$ cat src/rtl/pc_pkg.sv
// pc_pkg: shared defaults and the next-PC source enum for the fetch PC generator.
package pc_pkg;

  localparam int unsigned DEF_XLEN      = 32;
  localparam int unsigned DEF_INC       = 4;
  localparam int unsigned DEF_RAS_DEPTH = 4;

  // Next-PC source, listed in priority order (highest first)
  typedef enum logic [2:0] {
    REDIRECT,
    HOLD,
    CALL,
    RET,
    RET_MISS,
    JUMP,
    SEQ
  } npc_sel_t;

endpackage

$ cat src/rtl/pc_ras.sv
// pc_ras: circular return-address stack.
// Ports: clk/rst (async active-high), push/pop requests, push_data,
//        top (most recent entry), count (valid entries), empty, full.
// push+pop together replaces the top entry (plain push when empty).
// Pushing when full overwrites the oldest entry; count saturates.
module pc_ras
  import pc_pkg::*;
#(
  parameter int unsigned XLEN  = DEF_XLEN,
  parameter int unsigned DEPTH = DEF_RAS_DEPTH,
  localparam int unsigned PW   = $clog2(DEPTH),
  localparam int unsigned CW   = PW + 1
) (
  input  logic            clk,
  input  logic            rst,
  input  logic            push,
  input  logic            pop,
  input  logic [XLEN-1:0] push_data,
  output logic [XLEN-1:0] top,
  output logic [CW-1:0]   count,
  output logic            empty,
  output logic            full
);

  logic [XLEN-1:0] mem [DEPTH];
  logic [PW-1:0]   ptr;       // next free slot; top lives at ptr-1
  logic [PW-1:0]   top_idx;
  logic            replace;

  assign top_idx = ptr - PW'(1);
  assign top     = mem[top_idx];
  assign empty   = (count == '0);
  assign full    = (count == CW'(DEPTH));
  assign replace = push && pop && !empty;

  // Pointer and occupancy
  always_ff @(posedge clk or posedge rst) begin
    if (rst) begin
      ptr   <= '0;
      count <= '0;
    end else if (replace) begin
      ptr   <= ptr;
      count <= count;
    end else if (push) begin
      ptr <= ptr + PW'(1);
      if (!full) count <= count + CW'(1);
    end else if (pop && !empty) begin
      ptr   <= top_idx;
      count <= count - CW'(1);
    end
  end

  // Storage; contents are don't-care after reset
  always_ff @(posedge clk) begin
    if (push) begin
      if (replace) mem[top_idx] <= push_data;
      else         mem[ptr]     <= push_data;
    end
  end

endmodule

$ cat src/rtl/pc_gen.sv
// pc_gen: fetch-stage program counter with fixed-priority next-PC select
// and return-address prediction.
// Ports: clk_i, rst_i (async active-high), stall_i, redirect_i/redirect_pc_i,
//        jump_i/jump_pc_i, call_i/link_pc_i, ret_i;
//        pc_o (registered fetch PC), ras_count_o (valid RAS entries),
//        ras_miss_o (registered pulse: ret accepted on an empty RAS).
module pc_gen
  import pc_pkg::*;
#(
  parameter int unsigned     XLEN      = DEF_XLEN,
  parameter logic [XLEN-1:0] RESET_VEC = '0,
  parameter int unsigned     INC       = DEF_INC,
  parameter int unsigned     RAS_DEPTH = DEF_RAS_DEPTH,
  localparam int unsigned    CW        = $clog2(RAS_DEPTH) + 1
) (
  input  logic            clk_i,
  input  logic            rst_i,
  input  logic            stall_i,
  input  logic            redirect_i,
  input  logic [XLEN-1:0] redirect_pc_i,
  input  logic            jump_i,
  input  logic [XLEN-1:0] jump_pc_i,
  input  logic            call_i,
  input  logic [XLEN-1:0] link_pc_i,
  input  logic            ret_i,
  output logic [XLEN-1:0] pc_o,
  output logic [CW-1:0]   ras_count_o,
  output logic            ras_miss_o
);

  npc_sel_t        sel;
  logic [XLEN-1:0] next_pc;
  logic [XLEN-1:0] seq_pc;
  logic [XLEN-1:0] ras_top;
  logic            ras_push;
  logic            ras_pop;
  logic            ras_empty;
  logic            ras_full;
  logic            miss_next;

  assign seq_pc = pc_o + XLEN'(INC);

  pc_ras #(
    .XLEN  (XLEN),
    .DEPTH (RAS_DEPTH)
  ) u_ras (
    .clk       (clk_i),
    .rst       (rst_i),
    .push      (ras_push),
    .pop       (ras_pop),
    .push_data (link_pc_i),
    .top       (ras_top),
    .count     (ras_count_o),
    .empty     (ras_empty),
    .full      (ras_full)
  );

  // Priority decode and next-PC mux
  always_comb begin
    sel       = SEQ;
    next_pc   = seq_pc;
    ras_push  = 1'b0;
    ras_pop   = 1'b0;
    miss_next = 1'b0;

    if (redirect_i)    sel = REDIRECT;
    else if (stall_i)  sel = HOLD;
    else if (call_i)   sel = CALL;
    else if (ret_i)    sel = ras_empty ? RET_MISS : RET;
    else if (jump_i)   sel = JUMP;

    unique case (sel)
      REDIRECT: next_pc = redirect_pc_i;
      HOLD:     next_pc = pc_o;
      CALL: begin
        // call+ret together pops too, which the RAS treats as replace-top
        next_pc  = jump_pc_i;
        ras_push = 1'b1;
        ras_pop  = ret_i;
      end
      RET: begin
        next_pc = ras_top;
        ras_pop = 1'b1;
      end
      RET_MISS: begin
        next_pc   = seq_pc;
        miss_next = 1'b1;
      end
      JUMP:     next_pc = jump_pc_i;
      default:  next_pc = seq_pc;
    endcase
  end

  // PC and miss-flag registers
  always_ff @(posedge clk_i or posedge rst_i) begin
    if (rst_i) begin
      pc_o       <= RESET_VEC;
      ras_miss_o <= 1'b0;
    end else begin
      pc_o       <= next_pc;
      ras_miss_o <= miss_next;
    end
  end

  // Occupancy and full flag must agree
  a_full_count: assert property (@(posedge clk_i) disable iff (rst_i)
    ras_full == (ras_count_o == CW'(RAS_DEPTH)));

endmodule

$ cat config.mk
export PLATFORM = sky130hd
export DESIGN_NAME = pc_gen
export DESIGN_NICKNAME = d
export VERILOG_FILES = /design/src/rtl/pc_pkg.sv /design/src/rtl/pc_ras.sv /design/src/rtl/pc_gen.sv
export SDC_FILE = /design/constraint.sdc
export NUM_CORES = 1
export LEC_CHECK = 0
export BUFFER_PORTS_ARGS = -buffer_cell sky130_fd_sc_hd__buf_2
export CAP_MARGIN = 5
export CORE_UTILIZATION = 45
export DETAILED_ROUTE_END_ITERATION = 10
export PLACE_DENSITY = 0.7
export SYNTH_ARGS = -nofsm -noshare
export SYNTH_HDL_FRONTEND = slang
export SYNTH_SLANG_ARGS = --single-unit
export TNS_END_PERCENT = 10
$ cat constraint.sdc
create_clock -name clk_i -period 6.35 [get_ports clk_i]
set_clock_uncertainty 0.2 [all_clocks]
set_input_delay 1.27 -clock clk_i [delete_from_list [all_inputs] [get_ports clk_i]]
set_output_delay 1.27 -clock clk_i [all_outputs]
set_load 0.005 [all_outputs]
After elaboration in Yosys (flattened, before gate mapping)
Memories as Yosys holds them, arrays and structs flattened.
Cells that the tools add are included.

word-level totals
  register bits = 38
  memory bits (writable) = 128
  input port bits = 103
  output and inout port bits = 36
  logic and storage cells = 53
  memories = 1

cells by class
  add/sub/neg operators = 5
  eq/ne operators = 7
  multiplexer cells = 24
  bitwise gates (word level) = 1
  reductions and logical operators = 11

memory list
  name       depth  bits a word  read ports  clocked after Yosys merged registers in  write ports  RTL line      text
  u_ras.mem  4      32           1           0                                        1            pc_ras.sv:25  logic [XLEN-1:0] mem [DEPTH];

operators by type and width
  operator                                                                count
  32-bit one-hot mux with 4 select lines                                  1
  32-bit by 3-bit adder with 32-bit output (second input constant)        1
  32-bit two-way mux                                                      1
  32-bit OR reduction                                                     1
  3-bit two-way mux                                                       8
  3-bit equality test (second input constant)                             3
  1-bit two-way mux                                                       9
  2-bit two-way mux                                                       4
  3-bit by 2-bit equality test with 1-bit output (second input constant)  2
  3-bit zero test                                                         2
  3-bit by 1-bit adder with 3-bit output (second input constant)          1
  3-bit by 1-bit equality test with 1-bit output (second input constant)  1
  1-bit logical AND                                                       3
  3-bit AND reduction                                                     1
  3-bit by 1-bit subtractor with 3-bit output (second input constant)     1
  2-bit by 1-bit adder with 2-bit output (second input constant)          1
  2-bit inequality test (second input constant)                           1
  1-bit one-hot mux with 2 select lines                                   1
  2-bit AND reduction                                                     1
  2-bit nonzero test                                                      1
  2-bit OR reduction                                                      1
  2-bit by 1-bit subtractor with 2-bit output (second input constant)     1
  1-bit zero test                                                         1
  1-bit NOT                                                               1

Longest topological paths before layout
Gate-level depths: netlist of the first run.

  depth after elaboration = 15
  gate-level depth with buffers = 9
  mapped depth without buffers = 6

Modules after synthesis
A second synthesis of the first run with hierarchy kept.

unflattened totals
  cells, all modules = 505
  area total of the unflattened synthesis = 7663.6 um2

modules (own cells, without submodules)
  module  times used  cells an instance  area an instance (um2)  seq. area each (um2)
  pc_ras  1           216                5089.9                  3968.8
  pc_gen  1           289                2573.7                  825.8

Worst setup path after synthesis of the first run
OpenSTA, ideal clock, no wires.

  path kind = input -> register
  from = input port stall_i
  to = memory u_ras.mem[1][0] (netlist bit) (enable)
  setup time = 432 ps
  arrival time = 3509 ps
  data required time = 5718 ps
  slack = 2210 ps
  cell stages on the path = 4
  path buffers = 1
  cells stage by stage = buf_2 > nor2_1 > nand2_1 > a21oi_1

on the way
  longest elaborated chain between the ends = 11
  elaborated cells on any way between the ends = 17
  those cells by class = eq/ne (2); mux (12); reduce/logical (3)

ends and longest elaborated chain
  element                                                                     RTL line      text
  start, declared                                                             pc_gen.sv:18  input logic stall_i,
  3-bit two-way mux *                                                         pc_gen.sv:67  else if (stall_i) sel = HOLD;
  3-bit two-way mux *                                                         pc_gen.sv:66  if (redirect_i) sel = REDIRECT;
  3-bit by 2-bit equality test with 1-bit output                              pc_gen.sv:72  unique case (sel)
  1-bit one-hot mux with 2 select lines or 1-bit two-way mux (tied branches)  pc_gen.sv:72
  1-bit logical AND (2 in a row)                                              pc_ras.sv:34  assign replace = push && pop && !empty;
  1-bit two-way mux                                                           pc_ras.sv:56  if (replace) mem[top_idx] <= push_data;
  1-bit two-way mux                                                           pc_ras.sv:55  if (push) begin
  1-bit two-way mux (implied by the code)                                     pc_ras.sv:57  else mem[ptr] <= push_data;
  32-bit OR reduction (no line)                                               --
  2-bit two-way mux (no line) or 1-bit two-way mux (tied branches)            --
  end, declared                                                               pc_ras.sv:25

Every way passes the cells marked *; elsewhere a longest branch is shown, timed or not.

Final worst setup path of the first run
  from = input port redirect_i
  to = register pc_o[28]

on the way
  longest elaborated chain between the ends = 4
  elaborated cells on any way between the ends = 8
  those cells by class = eq/ne (4); mux (2); reduce/logical (2)

ends and longest elaborated chain
  element                                                                                RTL line       text
  start, declared                                                                        pc_gen.sv:19   input logic redirect_i,
  3-bit two-way mux *                                                                    pc_gen.sv:66
  3-bit equality test or 3-bit by 2-bit equality test with 1-bit output (tied branches)  pc_gen.sv:72
  2-bit OR reduction (no line)                                                           --
  32-bit one-hot mux with 4 select lines                                                 pc_gen.sv:72
  end signal, assigned                                                                   pc_gen.sv:100  pc_o <= next_pc;
  end, declared                                                                          pc_gen.sv:26   output logic [XLEN-1:0] pc_o,

Marked as above.
A chain may end at the register's enable or synchronous reset.

==> impl_metrics.csv, run 1 <==
group,metric,value,unit
clock_tree,postCtsHoldBufs,0,
clock_tree,clkSinkCount,166,
sta,tightest_slew,1.25,ns
die,die_width,130,µm
cells_and_area,layout_commonest_cell,"buf_2",
hold_path,hp-start,"pc_o[17]$_DFFE_PP0P_",
global_routing,grt_pass1_wl,27.8,mm
clock_tree,clk-insertion-delay-late,0.42,ns
synth,avgSynthCellArea,14.7,µm²
drt,routed_wl,18.6,mm
global_routing,grt_util_all_layers,0.225,
synth,ys_warn_count,0,
worst_setup_path,rrSetupSlack,3.68,ns
placed_design,routabilityCongestion,0.921,
sta,setup_violations,0,
die,rows,46,
sta,max_freq,0.272,GHz
power,powerDensity,352,nW/µm²
power,total_power,3150,µW
clock_tree,post-cts-setup-buffer-count,0,
sta,rsz0062_at_grt,"false",
clock_tree,h-tree-depth,4,
sta,relSlewSlack,0.166,
die,io_pins,139,
worst_setup_path,critical_path.max_fanout,41,
sta,fin_crit,3.67,ns
global_routing,grt_overflow,0,
drt,drt-wirelength-per-cell,21.5,µm
worst_setup_path,crit_type,"in2reg",
synth,synth.yosys.seq_area_share,0.646,
clock_tree,numCtsBuffers,17,
clock_tree,post_cts_resized,0,
sta,hold_viol,0,
synth,synth_edf_count,128,
synth,syn_inst,504,
sta,maxSlewViolCount,0,
drt,dr.pass1.iters,6,
worst_setup_path,worstSetupEndpoint,"pc_o[28]$_DFFE_PP0P_",
synth,ys.flop_type,"edfxtp_1",
clock_tree,cts_tree,"done",
global_routing,grt_max_degree,42,
drt,num_vias,5177,
drt,drtIter0Drc,516,
placed_design,io_buffers,138,
run_status,status,"completed",
die,initial_core_util,0.464,
die,die_h,130,µm
sta,fin_tns_setup,0,ns
synth,synth_cell_type_count,57,
power,peakVddDrop,0.181,mV
run,drv_cap,0,
global_routing,antenna_found_initial,4,
global_routing,grt_pass1_vias,5021,
synth,ys_async_sr_fraction,0.229,
drt,drc_errors,0,
worst_setup_path,crit_path_end_kind,"flop",
cells_and_area,nNetsFinal,741,
worst_setup_path,cp-start-kind,"input pin",
placed_design,dp_hpwl,12.6,mm
synth,synth.cell_area,7420,µm²
worst_setup_path,cp_data_required_time,6.49,ns
synth,ys_seq_elements,166,
worst_setup_path,rr_worst_depth,5,
clock_tree,clockRootBuffer,"clkbuf_16",
sta,min_period_over_period,0.578,
die,die_area,17000,µm²
synth,syn-num-nets,609,
clock_tree,clk_pin_slew,0.07,ns
drt,viasPerCell,5.97,
hold_path,hold_class,"reg2reg",
cells_and_area,area_delta_synth_final,20.5,%
power,p_leak,0.00332,µW
worst_setup_path,crit_start,"redirect_i",
clock_tree,clk_path_buf_depth,2,
cells_and_area,final_cell_mix,"138 x buf_2, 128 x edfxtp_1, 52 x nand2_1",
drt,detail-route-antenna-nets,0,
worst_setup_path,r2r-start,"u_ras.count[1]$_DFFE_PP0P_",
cells_and_area,layout-drive-gt1-share,0.348,
worst_setup_path,critPathArrivalTime,3.81,ns
worst_setup_path,rr_endpoint,"pc_o[7]$_DFFE_PP0P_",
die,coreArea,16000,µm²
==> how the worst min path moves through the flow <==
stage / to / depth (start not counted) / slack (ns)
after floorplan: pc_o[17]$_DFFE_PP0P_ / 1 / 0.31
after global placement: pc_o[17]$_DFFE_PP0P_ / 1 / 0.30
after detailed placement: pc_o[17]$_DFFE_PP0P_ / 1 / 0.32
after CTS: pc_o[17]$_DFFE_PP0P_ / 1 / 0.34
after global routing: pc_o[17]$_DFFE_PP0P_ / 1 / 0.37
final: pc_o[17]$_DFFE_PP0P_ / 1 / 0.34
==> per-stage QoR <==
step | cells | utilization | instance area [µm²] | hold slack, ns | worst slack, ns
4_1_cts | 865 | 0.559 | 8940 | 0.341 | 2.75
6_report | 867 | 0.559 | 8940 | 0.336 | 2.68
3_5_place_dp | 833 | 0.520 | 8320 | 0.325 | 2.30
3_3_place_gp | 833 | 0.520 | 8320 | 0.300 | 2.35
2_1_floorplan | 504 | - | 7420 | 0.308 | 2.21
5_1_grt | 867 | 0.559 | 8940 | 0.368 | 2.43
==> cell type report <==
cell class                 instances  area, µm²
multi-input combinational        298       2470
tap                              216        270
clock buffer                      17        425
timing repair buffer             148        766
inverter                           5       18.8
antenna                            2       5.00
clock inverter                    15        194
fill                            1309       7060
sequential                       166       4800
==> registers in the layout, summed over array words and instances (netlist names) <==
name / cells
pc_o: 32
u_ras.ptr: 2
u_ras.mem: 128
ras_miss_o: 1
u_ras.count: 3
==> worst max-delay path, stage by stage <==
cell and delay, ns:
buf_2 0.34, nor2_1 0.48, o21a_1 1.04, a221oi_1 0.29, a21oi_1 0.20, a2bb2oi_1 0.18
==> power breakdown <==
part	leakage (µW)	internal, µW	switching [µW]
logic	0.00140	346	394
registers	0.00161	1280	91.4
clock network	0.000300	541	498
==> cell usage after synthesis, drive strengths merged (11+ instances only) <==
library cell	n	area [µm²]
a221oi	15	149
buf	18	97.6
a21oi	23	115
a221o	11	110
edfxtp	128	3840
mux4	32	721
clkbuf	17	67.6
nand4	16	100
nand2	52	195
nor2	24	90.1
dfrtp	38	951
nand3	12	60.1
==> layer usage <==
layer	track usage	vias to the layer above	routed length (µm)
met4	0.130	0	662
met3	0.0517	37	1430
met5	0	-	0
met1	0.299	2550	7420
li1	-	2317	-
met2	0.343	273	9090
==> kinds of logic (layout without fill, tap and decap cells) <==
group	count (synthesis)	after routing	synth area share
AO/OA/AOI/OAI	111	111	0.118
XOR/XNOR	12	12	0.0142
adder cells (fa/ha/maj)	2	2	0.00438
buffers and inverters	40	185	0.0248
flip-flops	166	166	0.646
multiplexers	33	33	0.0985
other	0	2	0
AND/OR/NAND/NOR	140	140	0.0944
No activity file was read; power rests on OpenSTA's default activity.
==> inputs of run 2 (changes only) <==
==> constraint.sdc (replaced) <==
create_clock -name clk_i -period 3.7 [get_ports clk_i]
set_clock_uncertainty 0.2 [all_clocks]
set_input_delay 0.74 -clock clk_i [delete_from_list [all_inputs] [get_ports clk_i]]
set_output_delay 0.74 -clock clk_i [all_outputs]
set_load 0.005 [all_outputs]
==> run 2 against run 1 <==
Effect of this change: final cell count up 0.46%; non-clock buffer count increased by 5; die area stayed put; global-route usage increased by 0.56 points.
==> impl_metrics.csv, run 2 (synthesis gave the netlist of run 1 again) <==
group,metric,value,unit
run_status,status,"completed",
placed_design,dp_hpwl,13.2,mm
power,total_power,5340,µW
worst_setup_path,cp_data_required_time,3.81,ns
cells_and_area,layout-drive-gt1-share,0.352,
sta,maxSlewViolCount,0,
global_routing,grt_max_degree,33,
global_routing,grt_overflow,0,
clock_tree,post_cts_resized,0,
cells_and_area,largest_reg_flops,128,
placed_design,dp_slack,0.767,ns
global_routing,grt_pass1_wl,28.6,mm
placed_design,routabilityCongestion,0.908,
clock_tree,clkSinkCount,166,
cells_and_area,regMostFlops,"u_ras.mem",
drt,num_vias,5217,
worst_setup_path,cp-start-kind,"flop",
worst_setup_path,critical_path.max_fanout,28,
power,powerDensity,597,nW/µm²
worst_setup_path,crit_path_end_kind,"flop",
drt,detail-route-antenna-nets,0,
placed_design,io_buffers,138,
sta,setup_violations,0,
die,die_h,130,µm
worst_setup_path,crit_type,"reg2reg",
cells_and_area,nNetsFinal,746,
clock_tree,clockRootBuffer,"clkbuf_16",
drt,routed_wl,18.6,mm
drt,dr.pass1.iters,7,
clock_tree,cts_tree,"done",
drt,viasPerCell,5.99,
die,io_pins,139,
drt,drtIter0Drc,504,
sta,min_period_over_period,0.749,
sta,rsz0062_at_grt,"false",
die,die_width,130,µm
run,drv_cap,0,
global_routing,grt_pass1_vias,5026,
cells_and_area,reg.largest.list,"u_ras.mem (128), pc_o (32), u_ras.count (3)",
die,die_area,17000,µm²
hold_path,hold_class,"in2async",
sta,fin_tns_setup,0,ns
clock_tree,clk_path_buf_depth,2,
global_routing,grt_util_all_layers,0.231,
cells_and_area,final_cell_mix,"138 x buf_2, 128 x edfxtp_1, 52 x nand2_1",
die,rows,46,
placed_design,dp.cells,838,
power,peakVddDrop,0.333,mV
cells_and_area,multi_input_area,2470,µm²
clock_tree,clk_pin_slew,0.07,ns
clock_tree,numCtsBuffers,17,
power,p_leak,0.00333,µW
cells_and_area,area_delta_synth_final,20.4,%
cells_and_area,final_cells,871,
clock_tree,postCtsHoldBufs,0,
cells_and_area,regArea,4800,µm²
cells_and_area,layout_commonest_cell,"buf_2",
sta,fin_ws,0.930,ns
global_routing,antenna_found_initial,2,
drt,drc_errors,0,
die,initial_core_util,0.464,
sta,tightest_slew,0.822,ns
sta,max_freq,0.361,GHz
sta,hold_viol,0,
die,coreArea,16000,µm²
clock_tree,clk-insertion-delay-late,0.42,ns
cells_and_area,fillerInstances,1335,
clock_tree,post-cts-setup-buffer-count,0,
sta,relSlewSlack,0.452,
clock_tree,h-tree-depth,4,
drt,drt-wirelength-per-cell,21.3,µm
sta,fin_crit,2.77,ns
worst_setup_path,critPathArrivalTime,2.88,ns
==> run 2: changes by cell type in the layout (fill, tap and decap cells not counted), sizes merged <==
cell    delta
buf        +5
inv        -2
bufinv     +1
clkinv     +1
diode      -1
==> run 2: path summary, 6_finish.rpt <==
| kind | slack [ns] | to | cells after the start | startpoint |
|---|---|---|---|---|
| hold reg to reg | 0.35 | pc_o[17]$_DFFE_PP0P_ | 1 | pc_o[17]$_DFFE_PP0P_ |
| min in group clk_i | 0.33 | u_ras.mem[3][15]$_DFFE_PP_ | 1 | link_pc_i[15] |
| max in group asynchronous | 2.33 | u_ras.ptr[0]$_DFFE_PP0P_ | 3 | rst_i |
| setup / recovery | 0.93 | pc_o[10]$_DFFE_PP0P_ | 5 | u_ras.ptr[0]$_DFFE_PP0P_ |
| hold / removal | 0.18 | pc_o[12]$_DFFE_PP0P_ | 2 | rst_i |
| setup reg to reg | 0.93 | pc_o[10]$_DFFE_PP0P_ | 5 | u_ras.ptr[0]$_DFFE_PP0P_ |
==> run 2: area by class of cell <==
type	instances	share of cell area
clock buffers	17	0.0476
repair buffers	153	0.0899
clock inverters	15	0.0163
well taps	216	0.0303
diodes	1	0.000280
inverters	5	0.00210
flip-flops and latches	166	0.537
multi-input cells	298	0.277
==> run 2: power by group <==
group	internal [µW]	switching [µW]
clock	945	763
sequential	2200	269
combinational	599	564
==> run 2: worst max-delay path, stage by stage (launching register included) <==
cell and delay [ns]:
dfrtp_2 0.88, buf_4 0.41, mux4_2 0.56, a222oi_1 0.32, nand2_1 0.10, o311a_1 0.16
==> run 2: layer usage <==
metal  GRT usage  routed length, µm  vias to the layer above  part of all wire
met4      0.0967                514                        2             0.028
met2       0.359               9010                      202              0.48
li1            -                  -                     2326                 -
met1       0.313               7840                     2655              0.42
met5           0                  8                        -           0.00043
met3      0.0554               1210                       32             0.065
==> run 2: through the flow <==
stage,hold WS (ns),instance area (µm²),utilization
after CTS,0.194,8930,0.558
after global routing,0.222,8930,0.558
after detailed placement,0.324,8360,0.522
final,0.182,8930,0.558
after global placement,0.317,8360,0.522
after floorplan,0.308,7420,-
==> inputs of run 3 (changes only) <==
==> constraint.sdc (replaced) <==
create_clock -name clk_i -period 2.6 [get_ports clk_i]
set_clock_uncertainty 0.2 [all_clocks]
set_input_delay 0.52 -clock clk_i [delete_from_list [all_inputs] [get_ports clk_i]]
set_output_delay 0.52 -clock clk_i [all_outputs]
set_load 0.005 [all_outputs]
==> run 3 against run 2 <==
Effect of this change: final area is 2.1% higher; combinational power is 63% higher; power is 43% higher; maximum frequency is 10% higher; clock-buffer cell count stayed put; first-iteration DRC count is 12% higher; clock power is 35% higher; utilization is 1.1 points higher; highest routed layer unchanged.
==> impl_metrics.csv, run 3 (synthesis gave the netlist of run 1 again) <==
group,metric,value,unit
clock_tree,postCtsHoldBufs,0,
power,p_seq_frac,0.451,
sta,tightest_slew,0.608,ns
worst_setup_path,crit_cells,5,
die,rows,46,
worst_setup_path,cpMaxStageDelayCell,"a222oi_1",
drt,routed_wl,18.8,mm
cells_and_area,layout_commonest_cell,"buf_2",
cells_and_area,fin_util,0.570,
clock_tree,clkSinkCount,166,
global_routing,grt_overflow,0,
clock_tree,numCtsBuffers,17,
clock_tree,clockRootBuffer,"clkbuf_16",
global_routing,grt_pass1_wl,28.3,mm
worst_setup_path,critPathArrivalTime,2.57,ns
power,p_sw,2290,µW
drt,detail-route-antenna-nets,0,
hold_path,hold_class,"in2async",
placed_design,dp_hpwl,13.3,mm
worst_setup_path,path_cells,"or3_1 > and4b_2 > buf_6 > a222oi_1 > o21ai_1",
worst_setup_path,cp-start-kind,"flop",
cells_and_area,diodes,0,
worst_setup_path,crit_start,"u_ras.count[0]$_DFFE_PP0P_",
cells_and_area,regMostFlops,"u_ras.mem",
power,p_int,5350,µW
power,switching_share,0.300,
clock_tree,post-cts-setup-buffer-count,0,
drt,drt-wirelength-per-cell,21.2,µm
clock_tree,clk-insertion-delay-late,0.42,ns
drt,drc_errors,0,
die,die_area,17000,µm²
clock_tree,h-tree-depth,4,
cells_and_area,nNetsFinal,763,
sta,max_freq,0.398,GHz
cells_and_area,fillerInstances,1309,
worst_setup_path,path_delay_family,"simple AND/OR/NAND/NOR gates",
global_routing,grt_pass1_vias,4959,
sta,rsz0062_at_grt,"false",
worst_setup_path,path_buf_inv,1,
die,initial_core_util,0.464,
worst_setup_path,max_stage_delay,0.54,ns
run,drv_cap,0,
sta,relSlewSlack,0.595,
worst_setup_path,critical_path.max_fanout,26,
drt,dr.pass1.iters,7,
die,coreArea,16000,µm²
worst_setup_path,crit_path_end_kind,"flop",
placed_design,routabilityCongestion,0.913,
cells_and_area,layout-drive-gt1-share,0.371,
sta,min_period_over_period,0.967,
power,total_power,7640,µW
worst_setup_path,cp_data_required_time,2.66,ns
die,io_pins,139,
drt,num_vias,5204,
power,pwr-share-clk,0.302,
clock_tree,clk_path_buf_depth,2,
run_status,status,"completed",
power,peakVddDrop,0.589,mV
sta,fin_crit,2.52,ns
power,p_leak,0.00342,µW
worst_setup_path,r2r-start,"u_ras.count[0]$_DFFE_PP0P_",
placed_design,io_buffers,138,
global_routing,antenna_found_initial,1,
cells_and_area,reg.largest.list,"u_ras.mem (128), pc_o (32), u_ras.count (3)",
sta,hold_viol,0,
sta,setup_violations,0,
cells_and_area,final_cell_mix,"138 x buf_2, 128 x edfxtp_1, 52 x nand2_1",
worst_setup_path,rr_endpoint,"pc_o[16]$_DFFE_PP0P_",
global_routing,grt_max_degree,39,
power,p_comb_frac,0.247,
drt,drtIter0Drc,562,
sta,maxSlewViolCount,0,
die,die_h,130,µm
worst_setup_path,worstSetupEndpoint,"pc_o[16]$_DFFE_PP0P_",
die,die_width,130,µm
clock_tree,cts_tree,"done",
drt,viasPerCell,5.87,
cells_and_area,area_delta_synth_final,22.8,%
power,powerDensity,838,nW/µm²
worst_setup_path,rrSetupSlack,0.08,ns
clock_tree,clk_pin_slew,0.07,ns
cells_and_area,largest_reg_flops,128,
global_routing,grt_util_all_layers,0.229,
worst_setup_path,crit_type,"reg2reg",
worst_setup_path,rr_worst_depth,5,
==> run 3: cell count changes in the layout (fill, tap and decap cells not counted), sizes merged <==
| cell | delta |
|---|---|
| clkinv | +1 |
| buf | +17 |
| bufinv | -1 |
| diode | -1 |
==> run 3: cell type report <==
type	count	area (µm²)	area share
inverters	5	18.8	0.00206
repair buffers	170	1010	0.111
flip-flops and latches	166	4800	0.527
multi-input cells	298	2470	0.271
clock inverters	15	120	0.0132
clock buffers	17	425	0.0467
well taps	216	270	0.0296
==> run 3: worst register-to-register path, delay by kind of cell (launching register included) <==
kind	cells	cell delay, ns
buffers and inverters	1	0.21
DFF	1	0.47
and+or+nand+nor	2	0.75
AOI/OAI and AO/OA	2	0.73
==> run 3: worst min-delay path by stage <==
stage / start / to / cells after the start
6_report: rst_i / pc_o[9]$_DFFE_PP0P_ / 3
5_1_grt: rst_i / pc_o[9]$_DFFE_PP0P_ / 3
4_1_cts: rst_i / pc_o[9]$_DFFE_PP0P_ / 3
3_5_place_dp: pc_o[17]$_DFFE_PP0P_ / pc_o[17]$_DFFE_PP0P_ / 1
3_3_place_gp: pc_o[17]$_DFFE_PP0P_ / pc_o[17]$_DFFE_PP0P_ / 1
2_1_floorplan: pc_o[17]$_DFFE_PP0P_ / pc_o[17]$_DFFE_PP0P_ / 1
==> run 3: power by group through the flow <==
stage | Combinational, µW | Clock (µW) | Sequential (µW)
floorplan | 1260 | 0 | 3350
global route | 2020 | 2440 | 3470
global placement | 1840 | 0 | 3470
finish | 1890 | 2310 | 3440
detailed placement | 1880 | 0 | 3490
CTS | 1900 | 2340 | 3430
==> run 3: per-stage QoR <==
step | setup TNS [ns] | setup WS, ns | hold slack [ns] | std cells | instance area, µm²
after floorplan | -32.95 | -0.287 | 0.308 | 504 | 7440
after global placement | 0 | 0.0280 | 0.312 | 855 | 8560
after detailed placement | -0.0644 | -0.0644 | 0.320 | 855 | 8560
after CTS | 0 | 0.00535 | 0.0223 | 887 | 9110
after global routing | 0 | 0.00599 | 0.0611 | 887 | 9110
final | 0 | 0.0847 | 0.0124 | 887 | 9110
==> run 3: per-layer routing <==
| layer | vias up | wire length, µm | share of wire | GRT usage |
|---|---|---|---|---|
| met5 | - | 12 | 0.00064 | 0 |
| met4 | 2 | 380 | 0.020 | 0.0811 |
| met3 | 25 | 1190 | 0.064 | 0.0501 |
| met2 | 199 | 9180 | 0.49 | 0.361 |
| met1 | 2617 | 8000 | 0.43 | 0.315 |
| li1 | 2361 | - | - | - |
==> run 3: timing repair <==
item,CTS,global route
gates resized for setup,3,2
pin swaps,1,1
endpoints found under the setup margin,1,1
